### config.mk
export PLATFORM = sky130hd
export DESIGN_NAME = mem_stage
export DESIGN_NICKNAME = d
export VERILOG_FILES = /design/src/rtl/mips_pkg.sv /design/src/rtl/mem_dmem.sv /design/src/rtl/mem_stage.sv
export SDC_FILE = /design/constraint.sdc
export NUM_CORES = 2
export LEC_CHECK = 0
export ABC_CLOCK_PERIOD_IN_PS = 2650
export CAP_MARGIN = 20
export CELL_PAD_IN_SITES_DETAIL_PLACEMENT = 1
export CELL_PAD_IN_SITES_GLOBAL_PLACEMENT = 2
export CORE_AREA = 3 3 486 488
export DETAILED_ROUTE_END_ITERATION = 6
export DIE_AREA = 0 0 489 491
export GPL_TIMING_DRIVEN = 1
export HOLD_SLACK_MARGIN = 0.08
export PLACE_DENSITY = 0.85
export SLEW_MARGIN = 40
export SYNTH_ARGS = -nofsm -noshare
export SYNTH_HDL_FRONTEND = slang
export SYNTH_SLANG_ARGS = --single-unit
### constraint.sdc
create_clock -name clk -period 2.65 [get_ports clk]
set_input_delay 0.6625 -clock clk [delete_from_list [all_inputs] [get_ports clk]]
set_output_delay 0.6625 -clock clk [all_outputs]
set_load 0.02 [all_outputs]
### src/rtl/mips_pkg.sv
// -----------------------------------------------------------------------------
// mips_pkg
// Shared definitions for the MEM and WB pipeline stages: the opcode constants,
// the rt/rd register-field positions inside an instruction word, and a small
// decoder that sorts an opcode into the classes the MEM stage cares about.
// -----------------------------------------------------------------------------
package mips_pkg;

  localparam logic [5:0] OP_RTYPE = 6'b000000;
  localparam logic [5:0] OP_LW    = 6'b100011;
  localparam logic [5:0] OP_SW    = 6'b101011;
  localparam logic [5:0] OP_ADDI  = 6'b001000;

  // Register field positions, shared with WB for destination selection
  localparam int unsigned RT_MSB = 20;
  localparam int unsigned RT_LSB = 16;
  localparam int unsigned RD_MSB = 15;
  localparam int unsigned RD_LSB = 11;

  typedef enum logic [1:0] {
    CLS_OTHER = 2'd0,
    CLS_LW    = 2'd1,
    CLS_SW    = 2'd2,
    CLS_ALU   = 2'd3   // addi and R-type: result passes straight through
  } op_class_e;

  function automatic op_class_e decode_op(input logic [5:0] opcode);
    op_class_e cls;
    case (opcode)
      OP_LW:    cls = CLS_LW;
      OP_SW:    cls = CLS_SW;
      OP_ADDI:  cls = CLS_ALU;
      OP_RTYPE: cls = CLS_ALU;
      default:  cls = CLS_OTHER;
    endcase
    return cls;
  endfunction

endpackage

### src/rtl/mem_dmem.sv
// -----------------------------------------------------------------------------
// mem_dmem
// Single-port word-addressed data RAM: synchronous write, combinational read,
// synchronous clear of every word.
// Ports:
//   clk      - clock, all state changes on the rising edge
//   clr_i    - synchronous clear, zeroes every word (has priority over write)
//   we_i     - write enable
//   addr_i   - word address
//   wdata_i  - write data
//   rdata_o  - combinational read of the addressed word
// -----------------------------------------------------------------------------
module mem_dmem #(
  parameter int unsigned DEPTH = 64,
  parameter int unsigned AW    = $clog2(DEPTH)
) (
  input  logic          clk,
  input  logic          clr_i,
  input  logic          we_i,
  input  logic [AW-1:0] addr_i,
  input  logic [31:0]   wdata_i,
  output logic [31:0]   rdata_o
);

  logic [31:0] mem_q [DEPTH];

  // Storage array: clear or write on the rising edge
  always_ff @(posedge clk) begin
    if (clr_i) begin
      for (int i = 0; i < int'(DEPTH); i++) begin
        mem_q[i] <= 32'h0000_0000;
      end
    end else if (we_i) begin
      mem_q[addr_i] <= wdata_i;
    end
  end

  // Read is combinational so a load right after a store sees the new word
  assign rdata_o = mem_q[addr_i];

endmodule

### src/rtl/mem_stage.sv
// -----------------------------------------------------------------------------
// mem_stage
// MEM stage of a 5-stage MIPS pipeline: decodes the instruction leaving EX,
// performs lw/sw against the data RAM, and registers the instruction and the
// write-back value for WB. Accepts one instruction every cycle, no stalls.
// Ports:
//   clk             - clock
//   rst             - synchronous active-high reset (clears outputs and RAM)
//   EX_instruction  - instruction leaving EX
//   ALU_result      - EX result; byte address for lw/sw
//   EX_storedata    - rt value to store for sw
//   MEM_instruction - registered instruction for WB
//   Readdata        - registered write-back value for WB
//   store_count     - committed in-range stores, saturating at 16'hFFFF
//   misalign_err    - one-cycle pulse on a rejected misaligned lw/sw
// Configuration:
//   MEM_ALIGN_CHECK_EN - when defined, lw/sw with ALU_result[1:0] != 0 are
//                        turned into a NOP and flagged on misalign_err;
//                        otherwise the low address bits are ignored.
// -----------------------------------------------------------------------------
module mem_stage
  import mips_pkg::*;
#(
  parameter int unsigned DEPTH = 64,
  parameter int unsigned AW    = $clog2(DEPTH)
) (
  input  logic        clk,
  input  logic        rst,
  input  logic [31:0] EX_instruction,
  input  logic [31:0] ALU_result,
  input  logic [31:0] EX_storedata,
  output logic [31:0] MEM_instruction,
  output logic [31:0] Readdata,
  output logic [15:0] store_count,
  output logic        misalign_err
);

`ifdef MEM_ALIGN_CHECK_EN
  localparam logic ALIGN_CHECK = 1'b1;
`else
  localparam logic ALIGN_CHECK = 1'b0;
`endif

  op_class_e   cls_s;
  logic        in_range_s;
  logic        misalign_s;
  logic        we_s;
  logic [31:0] rdata_s;

  logic [31:0] instr_d, instr_q;
  logic [31:0] rd_d, rd_q;
  logic [15:0] cnt_d, cnt_q;
  logic        mis_d, mis_q;

  assign cls_s      = decode_op(EX_instruction[31:26]);
  assign in_range_s = (ALU_result[31:AW+2] == '0);
  assign misalign_s = ALIGN_CHECK & ((cls_s == CLS_LW) | (cls_s == CLS_SW))
                      & (ALU_result[1:0] != 2'b00);
  // A store during reset is dropped; the RAM is being cleared anyway
  assign we_s       = (cls_s == CLS_SW) & in_range_s & ~misalign_s & ~rst;

  mem_dmem #(.DEPTH(DEPTH), .AW(AW)) u_dmem (
    .clk     (clk),
    .clr_i   (rst),
    .we_i    (we_s),
    .addr_i  (ALU_result[AW+1:2]),
    .wdata_i (EX_storedata),
    .rdata_o (rdata_s)
  );

  // Next-state for the MEM/WB register and the store counter
  always_comb begin
    instr_d = EX_instruction;
    rd_d    = 32'h0000_0000;
    cnt_d   = cnt_q;
    mis_d   = misalign_s;
    if (misalign_s) begin
      instr_d = 32'h0000_0000;
    end else begin
      case (cls_s)
        CLS_LW:  rd_d = in_range_s ? rdata_s : 32'h0000_0000;
        CLS_ALU: rd_d = ALU_result;
        default: rd_d = 32'h0000_0000;
      endcase
    end
    if (we_s && (cnt_q != 16'hFFFF)) begin
      cnt_d = cnt_q + 16'd1;
    end else begin
      cnt_d = cnt_q;
    end
  end

  // MEM/WB pipeline register and store counter
  always_ff @(posedge clk) begin
    if (rst) begin
      instr_q <= 32'h0000_0000;
      rd_q    <= 32'h0000_0000;
      cnt_q   <= 16'h0000;
      mis_q   <= 1'b0;
    end else begin
      instr_q <= instr_d;
      rd_q    <= rd_d;
      cnt_q   <= cnt_d;
      mis_q   <= mis_d;
    end
  end

  assign MEM_instruction = instr_q;
  assign Readdata        = rd_q;
  assign store_count     = cnt_q;
`ifdef MEM_ALIGN_CHECK_EN
  assign misalign_err    = mis_q;
`else
  assign misalign_err    = 1'b0;
`endif

endmodule

# Yosys cells after proc, flatten, opt, wreduce, memory -nomap -nowiden
# Memory sizes are Yosys's and may differ from the RTL's.
# Index checks and enable logic that the tools add are counted.
op_classes:
  n_addsub: 1
  n_eq_ne: 7
  muxes: 11
  bitwise: 3
  n_reduce_logical: 5
ops:
  columns: ["operator", "count"]
  rows:
  - ["$mux 32", 2]
  - ["$pmux 32 s2", 1]
  - ["$reduce_or 32->1", 1]
  - ["$logic_not 24->1", 1]
  - ["$add 16x1->16 const B", 1]
  - ["$ne 16x16->1 const B", 1]
  - ["$eq 6x6->1 const B", 2]
  - ["$eq 6x4->1 const B", 1]
  - ["$logic_not 6->1", 1]
  - ["$mux 1", 6]
  - ["$mux 6", 1]
  - ["$pmux 2 s3", 1]
  - ["$eq 2x2->1 const B", 2]
  - ["$and 1x1->1", 2]
  - ["$eq 2x1->1 const B", 1]
  - ["$reduce_or 2->1", 1]
  - ["$logic_and 1x1->1", 1]
  - ["$not 1->1", 1]
totals:
  ff_bits: 80
  ram_bits: 2048
  in_bits: 98
  output_inout_bits: 81
  wordCells: 31
  mem_count: 1
mem_list:
  columns: ["name", "depth", "word_bits", "rd", "rd_ports_with_merged_regs", "write_ports", "line_no", "source"]
  rows:
  - ["u_dmem.mem_q", 64, 32, 1, 0, 64, "mem_dmem.sv:25", "logic [31:0] mem_q [DEPTH];"]

# Longest topological paths before layout
depth:
  word_depth: 11
  ltp_mapped: 10
  ltp_nobuf: 6

# Modules after synthesis
# A second synthesis with hierarchy kept.
unflattened:
  cells_unflattened: 7254
  hier_area_um2: 95584.2
modules_own_cells:
  columns: ["mod", "n_inst", "cells_per_inst", "area_each_um2", "seq_area_each_um2"]
  rows:
  - ["mem_dmem", 1, 6970, 92807.8, 61499.0]
  - ["mem_stage", 1, 284, 2776.4, 1601.5]

# Worst setup path after synthesis
# Ideal clock, no wire load.
synth_timing:
  path_kind: "input -> register"
  start: "in ALU_result[3]"
  end: "mem u_dmem.mem_q[4][0], enable pin"
  setup_time_ns: 0.375
  arrival_ns: 2.321
  required_ns: 2.275
  setup_slack_ns: -0.045
  stages: 7
  n_path_buf: 3
  path_cell_list: "buf_4 nor2_2 buf_2 buf_2 nand3_1 nor2_1 or2_2"
synth_rtl:
  columns: ["element", "line_no", "source"]
  rows:
  - ["start, declared", "mem_stage.sv:30", "input logic [31:0] ALU_result,"]
  - ["end, declared", "mem_dmem.sv:25", null]

# Worst setup path after layout
layout_timing:
  start: "in ALU_result[3]"
  end: "reg rd_q[20] (netlist: Readdata[20])"
layout_via:
  elab_chain_cells: 3
layout_lines:
  columns: ["element", "line_no", "source"]
  rows:
  - ["$mem_v2 64x32", null, null]
  - ["$mux 32", "mem_stage.sv:81", "CLS_LW: rd_d = in_range_s ? rdata_s : 32'h0000_0000;"]
  - ["$pmux 32 s2", "mem_stage.sv:80", "case (cls_s)"]
  - ["end signal, assigned", "mem_stage.sv:102", "rd_q <= rd_d;"]
  - ["end, declared", "mem_stage.sv:51", "logic [31:0] rd_d, rd_q;"]
# No other way between the ends.
# A chain may end at the register's enable or synchronous reset.

==> flow_summary.json <==
{
  "netlist.area_leader.share_pct": 64.6,
  "die_area_um2": 240000,
  "route.detailed.drc": 0,
  "p_sw_mw": 18.5,
  "clock_latency_ns": 0.95,
  "cts_htree_levels": 4,
  "finalNonFillerCells": 10700,
  "synth.avg_cell_area_um2": 13.7,
  "arrival_ns": 3.52,
  "grt_pass1_vias": 65900,
  "hold_viol": 0,
  "dp_hpwl_mm": 205,
  "grt_max_degree": 70,
  "die_w_um": 489,
  "grt_use_total_pct": 26.5,
  "clk_pin_slew_ns": 0.06,
  "layout_common_cells": "and2_1 (2,049), edfxtp_1 (2,048), buf_4 (617), mux2i_1 (513), a221oi_1 (510)",
  "reg2regPathDepth": 8,
  "drv_cap": 0,
  "grt_pass1_wl_mm": 464,
  "sequentialPowerShare_pct": 51.1,
  "drtIter0Drc": 6996,
  "via_count": 63200,
  "ys.warnings.count": 0,
  "area_delta_synth_final_pct": 20.9,
  "grt_overflow": 0,
  "port_buffers": 177,
  "wl_per_cell_um": 30.2,
  "tns_ns": -0.0136,
  "synth_top_family_by_area": "simple AND/OR/NAND/NOR gates",
  "cts_buffers": 220,
  "synthTopCellsByArea": "edfxtp_1 (65%), and2_1 (13%), mux2i_1 (5.4%)",
  "cts_tree": "built",
  "tightest_slew_ns": 0.878,
  "critPathRequiredTime_ns": 3.51,
  "dpl-instance-area_um2": 107000,
  "synth_xor_area_share_pct": 0.138,
  "clk_path_buf_depth": 3,
  "ys_seq_area_share_pct": 66.3,
  "whs_ns": 0.145,
  "yosysUniqueCellTypes": 39,
  "drtPass1Iterations": 6,
  "status": "finished with violations",
  "std_cell_rows": 177,
  "synth_area_um2": 95100,
  "start_util_pct": 41.0,
  "relSlewSlack_pct": 41.5,
  "min_period_ns": 2.66,
  "p_total_mw": 76.2,
  "rsz0062_at_grt": "yes",
  "clock.fmax_ghz": 0.375,
  "r2r-end": "Readdata[23]",
  "p_leak_nw": 42.0,
  "finalNetCount": 7560,
  "drt-total-wl_mm": 324,
  "drive_above_1_share_pct": 18.3,
  "core_um2": 232000,
  "finalWeightedCongestion": 0.907,
  "clock_skew_ns": 0.0499,
  "ys_ff_latch": 2128,
  "p_int_mw": 57.7,
  "place_ws_ns": -1.43,
  "dp_cells": 10300,
  "combPwrFrac_pct": 9.1,
  "synth-compound-area-share_pct": 9.97,
  "endpoint_kind": "flop",
  "p_per_area_nw_per_um2": 663,
  "clock_sinks": 2128,
  "endpoint": "Readdata[20]",
  "final_common_cell": "and2_1",
  "vias_per_cell": 5.90,
  "syn-num-nets": 7035,
  "synthCells": 6936,
  "top_level_ports": 179,
  "synth_top_area_cell": "edfxtp_1",
  "synth_mux_area_share_pct": 5.40,
  "critPathLaunchType": "input port",
  "violations": "negative setup slack",
  "critPathKind": "in -> reg",
  "min_path_type": "in -> reg",
  "final_area_um2": 115000,
  "synth_fa_ha_area_share_pct": 0.0132,
  "startpoint": "ALU_result[3]",
  "clockRootBuffer": "clkbuf_16",
  "final_util_pct": 49.5,
  "fin_ws_ns": -0.0136,
  "pwr-share-clk_pct": 39.8,
  "irDropWorstVdd_mv": 0.728,
  "crit_fanout": 22,
  "setup_violations": 1,
  "ant_nets": 0,
  "finalCritPeriodShare_pct": 101,
  "die_h_um": 491,
  "switching_share_pct": 24.2,
  "yosys.area_share.simple_pct": 14.9,
  "r2r-start": "u_dmem.mem_q[37][23]",
  "reg2reg_slack_ns": 0.53,
  "drv_slew": 0,
  "antenna_found_initial": 18
}
==> power groups by stage <==
stage | Combinational, mW | Sequential, mW | Clock [mW]
2_1_floorplan | 2.87 | 39.4 | 0
3_3_place_gp | 6.49 | 39.5 | 0
3_5_place_dp | 6.65 | 39.6 | 0
4_1_cts | 6.83 | 38.9 | 30.7
5_1_grt | 7.19 | 39.0 | 32.0
6_report | 6.93 | 38.9 | 30.4
==> synthesized netlist by cell type <==
master / number
nand4b_1: 2
and2_1: 2050
conb_1: 1
xnor2_1: 2
nor4b_1: 1
buf_6: 2
nor4_1: 5
nor2_2: 2
nand3_2: 1
and4_1: 2
a21o_1: 32
or2_2: 65
o21ai_0: 256
buf_4: 4
nor2_1: 83
a22oi_1: 128
buf_2: 128
ha_1: 1
mux2i_1: 513
dfxtp_1: 80
clkbuf_1: 529
clkbuf_2: 39
nor3_1: 4
nand2_1: 19
buf_1: 52
a41oi_1: 32
and3_1: 12
inv_1: 2
xor2_1: 13
and4b_1: 1
o22a_1: 256
nand2b_1: 2
edfxtp_1: 2048
nand4_1: 8
nand3_1: 11
and3b_1: 1
nor2b_1: 34
nor3b_2: 3
a221oi_1: 512
==> metal layers <==
| metal | track usage, % | up-vias | part of all wire, % |
|---|---|---|---|
| met5 | 0 | - | 0.018 |
| met2 | 43.0 | 2934 | 48 |
| li1 | - | 26800 | - |
| met3 | 4.65 | 622 | 8.1 |
| met1 | 33.3 | 32800 | 38 |
| met4 | 15.1 | 6 | 6.2 |
==> timing repair <==
| item | in CTS | in global routing |
|---|---|---|
| hold endpoints to repair | 0 | 0 |
| setup buffers | 17 | 1 |
| gates resized for setup | 113 | 35 |
| endpoints found under the setup margin | 4160 | 695 |
| gates cloned | 12 | 0 |
| pin swaps | 9 | 9 |
| hold buffers | 0 | 0 |
==> worst max-delay path, stage by stage <==
cell and delay (ns):
clkdlybuf4s50_1 0.45, buf_12 0.17, nor2_4 0.29, buf_12 0.24
buf_4 0.22, a221oi_1 0.12, o21ai_0 0.59, a22oi_1 0.21
buf_4 0.24, a41oi_1 0.17, a21o_1 0.12
==> registers in the layout, summed over array words and instances (netlist names) <==
register / cells
MEM_instruction: 32
Readdata: 32
store_count: 16
u_dmem.mem_q: 2048
==> how the worst min path moves through the flow <==
stage	start	to	slack [ns]	depth (start not counted)
final	ALU_result[12]	Readdata[12]	0.14	3
after detailed placement	store_count[14]	store_count[14]	0.53	2
after global routing	ALU_result[12]	Readdata[12]	0.13	3
after global placement	store_count[11]	store_count[11]	0.51	2
after floorplan	store_count[1]	store_count[1]	0.62	2
after CTS	ALU_result[11]	Readdata[11]	0.16	3
==> kinds of logic after synthesis <==
family                     Yosys count
other                                1
AOI/OAI and AO/OA                 1216
xor gates and xnor gates            15
and+or+nand+nor                   2306
muxes                              513
adders and majority gates            1
DFF                               2128
buffers and inverters              756
==> layout make-up <==
type	instances	area, um2
Inverter	2	15.0
Fill cell	22600	117000
Clock inverter	126	1120
Sequential cell	2128	63100
Tap cell	3043	3810
Antenna cell	16	40.0
Timing Repair Buffer	1057	11500
Clock buffer	287	5860
Multi-Input combinational cell	4052	29500
Note: power is estimated with default switching activity, not from simulation.
